[src/rtl/fetch_pkg.sv]
// fetch_pkg -- shared types and constants for the instruction fetch unit.
// Rev 1.0
`default_nettype none

package fetch_pkg;

  typedef enum logic [0:0] {
    ST_RUN   = 1'b0,
    ST_DRAIN = 1'b1
  } fetch_state_e;

  localparam logic [31:0] NOP_INSTR            = 32'h0000_0013;
  localparam logic [31:0] DEFAULT_RESET_VECTOR = 32'h0000_0000;

  typedef struct packed {
    logic [31:0] pc;
    logic [31:0] instr;
  } fetch_entry_t;

endpackage

`default_nettype wire

[src/rtl/fetch_fifo.sv]
// fetch_fifo -- 2-entry {pc, instr} queue between fetch and decode, with flush.
// Rev 1.0
`default_nettype none

module fetch_fifo
  import fetch_pkg::*;
(
  input  logic         clk_i,
  input  logic         rst_i,
  input  logic         flush_i,
  input  logic         push_i,
  input  fetch_entry_t push_entry_i,
  input  logic         pop_i,
  output fetch_entry_t head_o,
  output logic [1:0]   count_o
);

  fetch_entry_t mem_q [2];
  logic         rd_ptr_q;
  logic         wr_ptr_q;
  logic [1:0]   count_q;
  logic         do_pop;
  logic         do_push;

  // A push into a full queue is only legal when the head leaves in the same cycle.
  assign do_pop  = pop_i && (count_q != 2'd0);
  assign do_push = push_i && ((count_q != 2'd2) || do_pop);

  always_ff @(posedge clk_i or posedge rst_i) begin
    if (rst_i) begin
      rd_ptr_q <= 1'b0;
      wr_ptr_q <= 1'b0;
      count_q  <= 2'd0;
      mem_q[0] <= '0;
      mem_q[1] <= '0;
    end else if (flush_i) begin
      rd_ptr_q <= 1'b0;
      wr_ptr_q <= 1'b0;
      count_q  <= 2'd0;
    end else begin
      if (do_push) begin
        mem_q[wr_ptr_q] <= push_entry_i;
        wr_ptr_q        <= ~wr_ptr_q;
      end
      if (do_pop) begin
        rd_ptr_q <= ~rd_ptr_q;
      end
      case ({do_push, do_pop})
        2'b10:   count_q <= count_q + 2'd1;
        2'b01:   count_q <= count_q - 2'd1;
        default: count_q <= count_q;
      endcase
    end
  end

  assign head_o  = mem_q[rd_ptr_q];
  assign count_o = count_q;

endmodule

`default_nettype wire

[src/rtl/fetch_unit.sv]
// fetch_unit -- in-order instruction fetch with redirect and stale-response drain.
// Rev 1.0
`default_nettype none

module fetch_unit
  import fetch_pkg::*;
#(
  parameter logic [31:0] RESET_VECTOR = DEFAULT_RESET_VECTOR
) (
  input  logic        clock,
  input  logic        reset,
  output logic        imem_req_valid,
  input  logic        imem_req_ready,
  output logic [31:0] imem_req_addr,
  input  logic        imem_resp_valid,
  input  logic [31:0] imem_resp_data,
  input  logic        redirect_valid,
  input  logic [31:0] redirect_target,
  output logic        instr_valid,
  input  logic        instr_ready,
  output logic [31:0] instruction,
  output logic [31:0] instr_pc
);

  fetch_state_e     state_q, state_d;
  logic [31:0]      fetch_pc_q, fetch_pc_d;
  logic [1:0]       outst_q, outst_d;
  logic [1:0]       drop_q, drop_d;
  logic [1:0][31:0] pcq_q, pcq_d;
  logic [1:0]       outst_tmp;
  logic [1:0]       fifo_count;
  logic [2:0]       inflight;
  logic             fifo_push, fifo_pop, fifo_flush;
  logic             req_fire, resp_take;
  fetch_entry_t     fifo_head, fifo_in;
  logic [1:0]       unused_tgt_lsbs;

  assign unused_tgt_lsbs = redirect_target[1:0];

  // Every request owns a FIFO slot up front, so responses can never overflow it.
  assign inflight       = {1'b0, outst_q} + {1'b0, fifo_count};
  assign imem_req_valid = !reset && (state_q == ST_RUN) && (inflight < 3'd2) && !redirect_valid;
  assign imem_req_addr  = fetch_pc_q;
  assign req_fire       = imem_req_valid && imem_req_ready;
  assign resp_take      = imem_resp_valid && (outst_q != 2'd0);

  assign fifo_in  = '{pc: pcq_q[0], instr: imem_resp_data};
  assign fifo_pop = instr_valid && instr_ready && !redirect_valid;

  always_comb begin
    state_d    = state_q;
    fetch_pc_d = fetch_pc_q;
    outst_d    = outst_q;
    drop_d     = drop_q;
    pcq_d      = pcq_q;
    outst_tmp  = outst_q;
    fifo_push  = 1'b0;
    fifo_flush = 1'b0;
    if (redirect_valid) begin
      fifo_flush = 1'b1;
      pcq_d      = '0;
      fetch_pc_d = {redirect_target[31:2], 2'b00};
      drop_d     = outst_q - {1'b0, resp_take};
      outst_d    = drop_d;
      state_d    = (drop_d != 2'd0) ? ST_DRAIN : ST_RUN;
    end else if (state_q == ST_DRAIN) begin
      if (resp_take) begin
        drop_d  = drop_q - 2'd1;
        outst_d = outst_q - 2'd1;
        if (drop_q == 2'd1) begin
          state_d = ST_RUN;
        end
      end
    end else begin
      if (resp_take) begin
        fifo_push = 1'b1;
        pcq_d[0]  = pcq_q[1];
        outst_tmp = outst_q - 2'd1;
      end
      if (req_fire) begin
        pcq_d[outst_tmp[0]] = fetch_pc_q;
        outst_tmp           = outst_tmp + 2'd1;
        fetch_pc_d          = fetch_pc_q + 32'd4;
      end
      outst_d = outst_tmp;
    end
  end

  always_ff @(posedge clock or posedge reset) begin
    if (reset) begin
      state_q    <= ST_RUN;
      fetch_pc_q <= RESET_VECTOR;
      outst_q    <= 2'd0;
      drop_q     <= 2'd0;
      pcq_q      <= '0;
    end else begin
      state_q    <= state_d;
      fetch_pc_q <= fetch_pc_d;
      outst_q    <= outst_d;
      drop_q     <= drop_d;
      pcq_q      <= pcq_d;
    end
  end

  fetch_fifo u_fifo (
    .clk_i        (clock),
    .rst_i        (reset),
    .flush_i      (fifo_flush),
    .push_i       (fifo_push),
    .push_entry_i (fifo_in),
    .pop_i        (fifo_pop),
    .head_o       (fifo_head),
    .count_o      (fifo_count)
  );

  assign instr_valid = (fifo_count != 2'd0);
  assign instruction = instr_valid ? fifo_head.instr : NOP_INSTR;
  assign instr_pc    = instr_valid ? fifo_head.pc : 32'h0000_0000;

endmodule

`default_nettype wire
[config.mk]
export PLATFORM = sky130hd
export DESIGN_NAME = fetch_unit
export DESIGN_NICKNAME = d
export VERILOG_FILES = /design/src/rtl/fetch_pkg.sv /design/src/rtl/fetch_fifo.sv /design/src/rtl/fetch_unit.sv
export SDC_FILE = /design/constraint.sdc
export NUM_CORES = 1
export LEC_CHECK = 0
export ABC_AREA = 0
export CAP_MARGIN = 20
export CORE_UTILIZATION = 50
export CTS_BUF_LIST = sky130_fd_sc_hd__clkbuf_8 sky130_fd_sc_hd__clkbuf_16
export DETAILED_ROUTE_END_ITERATION = 12
export PLACE_DENSITY = 0.81
export SLEW_MARGIN = 20
export SYNTH_ARGS = -nofsm -noshare
export SYNTH_HDL_FRONTEND = slang
export SYNTH_HIERARCHICAL = 1
export SYNTH_SLANG_ARGS = --single-unit
[constraint.sdc]
create_clock -name clock -period 4.4 [get_ports clock]
set_input_delay 0.66 -clock clock [delete_from_list [all_inputs] [get_ports clock]]
set_output_delay 0.66 -clock clock [all_outputs]
set_load 0.01 [all_outputs]
# Yosys cells after proc, flatten, opt, wreduce, memory -nomap -nowiden
# Cells that the tools add are included.
[op_classes]
addsub = 8
n_lt_le_gt_ge = 6
n_eq_ne = 5
mux = 44
n_bitwise = 6
n_reduce_logical = 26
[ops]
columns = ["operator", "n"]
rows = [
  ["two-way mux 64 bit", 7],
  ["two-way mux 32 bit", 9],
  ["bitwise mux 128 bit", 1],
  ["bitwise mux 64 bit", 1],
  ["demux 64 bit (select 1 bit)", 1],
  ["adder 32 x 3 -> 32 bit (second input constant)", 1],
  ["demux 32 bit (select 1 bit)", 1],
  ["two-way mux 2 bit", 10],
  ["nonzero test 2 bit", 8],
  ["two-way mux 1 bit", 13],
  ["logical AND 1 bit", 11],
  ["AND reduction 2 bit", 3],
  ["subtractor 2 x 1 -> 2 bit (second input constant)", 3],
  ["adder 2 x 1 -> 2 bit (second input constant)", 2],
  ["equality test 2 x 1 -> 1 bit (second input constant)", 2],
  [">= comparator 2 bit (second input constant)", 2],
  ["inequality test 2 bit (second input constant)", 2],
  ["NOT 1 bit", 4],
  ["NOT 1 -> 2 bit", 2],
  ["case mux 2 bit (2 select lines)", 1],
  ["adder 2 x 2 -> 3 bit", 1],
  ["less-than comparator 3 x 2 -> 1 bit (second input constant)", 1],
  ["nonzero test 3 bit", 1],
  ["equality test 2 bit (second input constant)", 1],
  ["6 further kinds", 7],
]
[word_totals]
ff_bits = 233
inputBits = 70
out_inout_bits = 98

# Longest topological paths before layout
[depth]
ltp_word = 13
mapped_depth = 12

# Cells and area by module
# Netlist, hierarchy kept.
[modules_own_cells]
columns = ["module", "n_inst", "cells_each", "area_each_um2"]
rows = [
  ["fetch_fifo", 1, 366, 5916.9],
  ["fetch_unit", 1, 690, 5829.3],
]

# Least setup slack after synthesis
# Ideal clock, no wire load.
[synth_timing]
kind = "reg-to-reg"
from = "reg u_fifo.count_q[0], in the netlist u_fifo/count_o[0]"
to = "reg fetch_pc_q[16], in the netlist imem_req_addr[16]"
setup_ns = 0.082
arrival_time_ns = 2.807
required_time_ns = 4.318
setup_slack_ns = 1.511
stages_incl_launch_ff = 9
n_path_buf = 2
synth_period_minus_slack_ns = 2.889
path_cell_list = "dfrtp_1 -> and2_1 -> fa_1 -> or3_1 -> buf_6 -> or4_4 -> buf_6 -> or4_1 -> a31oi_1"
[synth_between]
elab_chain_cells = 7
[synth_rtl]
columns = ["element", "line", "rtl"]
rows = [
  ["from (decl)", "fetch_fifo.sv:21", "logic [1:0] count_q;"],
  ["from (signal assigned)", "fetch_fifo.sv:49", "2'b10: count_q <= count_q + 2'd1;"],
  ["from (signal assigned)", "fetch_fifo.sv:50", "2'b01: count_q <= count_q - 2'd1;"],
  ["from (signal assigned)", "fetch_fifo.sv:51", "default: count_q <= count_q;"],
  ["adder 2 x 2 -> 3 bit", "fetch_unit.sv:41", "assign inflight = {1'b0, outst_q} + {1'b0, fifo_count};"],
  ["less-than comparator 3 x 2 -> 1 bit", "fetch_unit.sv:42", "assign imem_req_valid = !reset && (state_q == ST_RUN) && (inflight < 3'd2) && !redirect_valid;"],
  ["logical AND 1 bit (2 in series)", "fetch_unit.sv:42", ""],
  ["logical AND 1 bit", "fetch_unit.sv:44", "assign req_fire = imem_req_valid && imem_req_ready;"],
  ["nonzero test 2 bit (no source line)", "n/a", ""],
  ["AND reduction 2 bit (no source line)", "n/a", ""],
  ["to (signal assigned)", "fetch_unit.sv:98", "fetch_pc_q <= fetch_pc_d;"],
  ["to (decl)", "fetch_unit.sv:26", "logic [31:0] fetch_pc_q, fetch_pc_d;"],
]
# No other way between the ends.
# A chain may end at the register's enable or synchronous reset.

# Worst setup path in the final report
[layout_timing]
from = "reg u_fifo.count_q[0], in the netlist u_fifo/count_o[0]"
to = "out imem_req_valid"
[layout_between]
elab_chain_cells = 4
[layout_rtl]
columns = ["element", "line", "rtl"]
rows = [
  ["adder 2 x 2 -> 3 bit", "fetch_unit.sv:41", ""],
  ["less-than comparator 3 x 2 -> 1 bit", "fetch_unit.sv:42", ""],
  ["logical AND 1 bit (2 in series)", "fetch_unit.sv:42", ""],
  ["to (decl)", "fetch_unit.sv:12", "output logic imem_req_valid,"],
]
# No other way between the ends.

==> summary.md <==
| Metric | Value |
|---|---|
| Kind of end point of the critical path | `primary output` |
| First-pass GRT wire length | `45.13 mm` |
| Hold Violations, Final | `0` |
| RSZ-0062 raised after global routing | `false` |
| FF-to-FF setup slack | `1170 ps` |
| Critical-path top delay cell | `or3_1` |
| Number of synthesized flops with an enable pin | `0` |
| Cell Area, Synth | `around 12000 µm²` |
| Final WS setup | `745.5 ps` |
| Clk buf depth | `3` |
| Area after DPL | `between 10000 and 15000 µm²` |
| Setup Skew | `approximately 14 ps` |
| Die H | `approximately 160 µm` |
| Register bit total from synthesis | `230` |
| Cells on worst reg2reg path | `6` |
| Clock net sink count | `230` |
| Mean post-synth cell area | `11.12 µm²` |
| Post-CTS Setup Repair Bufs | `0` |
| Worst-Margin Slew | `~960 ps` |
| I/O pin count | `168` |
| Largest net degree at the start of global routing | `between 90 and 100` |
| Gpl congestion | `slightly below 0.8` |
| DRT Wirelength | `approximately 28 mm` |
| ANT nets after route | `0` |
| Max Clk Rate | `roughly 0.27 GHz` |
| Synth unique cells | `53` |
| Worst path arrival time | `between 2000 and 3000 ps` |
| H-tree depth | `1` |
| Crit Path Class | `flop to primary output` |
| Final setup viols | `0` |
| N_diodes | `0` |
| RR Startpoint | `u_fifo/count_o[0]` |
| Synth Warn # | `6` |
| CTS buffer count | `26` |
| NumNets Final | `~1300` |
| Via count | `between 8000 and 9000` |
| DRC | `0` |
| Area of the multi-input gates | `approximately 5500 µm²` |
| Cell row count | `55` |
| Hold Crit Depth | `1` |
| Period utilisation layout | `between 80% and 90%` |
| Root Driver | `clkbuf_16` |
| WL/cell | `~18 µm` |
| Final HPWL DP | `17.37 mm` |
| CTS Hold Bufs | `0` |
| GRT overflow | `0` |
| Max_cap viols | `0` |
| Total track usage | `a little under a quarter` |
| Skew-Pair Late Insertion Delay | `530 ps` |
| IO Port Bufs | `about 160` |
| Initial Util | `roughly 51%` |
| WHS Endpoint | `u_fifo/mem_q[122]` |
| Most common cell after layout, fill and taps aside | `dfrtp_1` |
| Worst slack at placement | `1005 ps` |
| DR iter-0 viols | `between 600 and 700` |
| Share of layout cells above drive strength 1 | `a little under a quarter` |
| PD cells | `421.4 nW/µm²` |
| Max Used Layer | `met4` |
| Vias per cell | `about 5.7` |
| # resized after CTS | `0` |
| Commonest non-fill, non-tap cells in the layout | `dfrtp_1 (229), clkdlybuf4s50_1 (162), mux2_2 (161)` |
| Area Growth Syn to Fin | `23.47%` |
| Async SR Flop Fraction | `between 90% and 100%` |
| Worst Path Max Fanout | `10` |
| Initial antenna violation count | `0` |
| Die ar. | `around 24000 µm²` |
| Filler cells | `1797` |
| Met1 Wirelength | `between 10 and 15 mm` |
| Final Instance Area | `about 15000 µm²` |
| Leakage | `6.379 nW` |
| Slew margin rel. | `between 30% and 40%` |
| Pre-Repair DR Iteration Count | `6` |
| Mapped Cells | `roughly 1100` |
| Status | `finished, final reports clean` |
| Met3 WL post-DR | `between 1.5 and 2 mm` |
| Cell Chain, Critical Path | `and2_1 > fa_1 > or3_1 > nor2_1 > clkdlybuf4s50_1` |
| Slew Limit Fails | `0` |
| Dominant synthesized flop cell | `dfrtp_1` |
| Crit path time final | `~3700 ps` |
| CTS tree | `done` |
| CP Data Required Time | `between 3000 and 4000 ps` |
| CORE AREA | `approximately 23000 µm²` |
| Max incr delay on CP | `about 600 ps` |
| Worst hold path type | `flop to flop` |
| Maximum vdd ir drop | `around 0.31 mV` |
| WL met2 | `about 13 mm` |
| Sequential-to-total area share from yosys stat | `around 50%` |
| Vias in the first global route | `about 8600` |
| Worst-path clk slew | `60 ps` |
| Register Area | `~5800 µm²` |
| Die W | `around 160 µm` |
| RR Endpoint | `imem_req_addr[26]` |
| Setup TNS | `0 ps` |
| CP startpoint kind | `flop` |
| Hold Startpoint | `u_fifo/mem_q[122]` |
-- metrics by stage --
stage	power (W)	cells	utilization [%]	hold WS [ps]
finish	0.006112	1513	63.48	500.1
global route	0.006374	1513	63.48	513.6
CTS	0.006156	1513	63.46	504.2
detailed placement	0.003819	1465	59.43	490.1
global placement	0.003774	1465	59.43	483.6
floorplan	0.003429	1057	-	475.0
-- critical path, delay by kind of cell (launching register included) --
kind                       cells  cell delay [ps]
and+or+nand+nor                3             1000
adders and majority gates      1              450
DFF                            1              460
buffers and inverters          1              560
-- per-layer routing --
metal | global-route usage (%) | vias up
li1 | - | 3999
met1 | 32.94 | 4275
met2 | 37.13 | 298
met3 | 3.593 | 45
met4 | 5.042 | 0
met5 | 0 | -
-- cells by family after synthesis --
family	count (synthesis)	share of synthesized area (%)
xor gates and xnor gates	11	0.8203
adders and majority gates	5	0.5965
buffers and inverters	101	3.952
muxes	226	23.06
other	1	0.03193
AOI/OAI and AO/OA	137	7.201
DFF	230	49.00
and+or+nand+nor	345	15.34
-- cells in the mapped netlist (all sizes together) (6+ instances only) --
library cell	n	area, µm²
buf	24	175.2
a31oi	32	200.2
o31ai	14	105.1
nor3	9	50.05
nand2b	6	37.54
xnor2	8	70.07
dfrtp	230	5756
o21ai	34	170.2
mux2	210	2549
or4	21	165.2
nor2	26	97.59
clkbuf	63	236.5
a21oi	27	135.1
mux2i	16	160.2
nand4	27	168.9
and2	74	462.9
nand3	13	65.06
o211ai	18	135.1
inv	13	48.79
nand2	139	521.8
-- state kept, by name, indices dropped and copies added, names as in the netlist --
register and count:
drop_q 2, fifo_in 32, imem_req_addr 30, outst_q 2, pcq_q 31, state_q 1, u_fifo/count_o 2, u_fifo/mem_q 128
u_fifo/rd_ptr_q 1, u_fifo/wr_ptr_q 1
-- where the power goes --
part           internal, W  switching [W]
Combinational     0.000667       0.000566
Clock              0.00143       0.000869
Sequential         0.00237       0.000202
-- cell type report --
| type | instances | share of cell area (%) |
|---|---|---|
| multi-input cells | 726 | 38.24 |
| repair buffers | 182 | 12.63 |
| inverters | 14 | 0.3882 |
| flip-flops and latches | 230 | 39.69 |
| clock buffers | 29 | 4.849 |
| well taps | 313 | 2.700 |
| clock inverters | 19 | 1.501 |
-- worst max path at each step --
stage                            from           endpoint  slack [ps]  cells past startpoint
CTS                 u_fifo/count_o[0]     imem_req_valid         720                      5
floorplan                       reset  u_fifo/count_o[0]         210                      1
global placement                reset  imem_req_addr[24]        1060                      5
global route        u_fifo/count_o[0]     imem_req_valid         670                      5
finish              u_fifo/count_o[0]     imem_req_valid         750                      5
detailed placement    imem_resp_valid  u_fifo/mem_q[106]        1000                      6
Note: power is estimated with default switching activity, not from simulation.
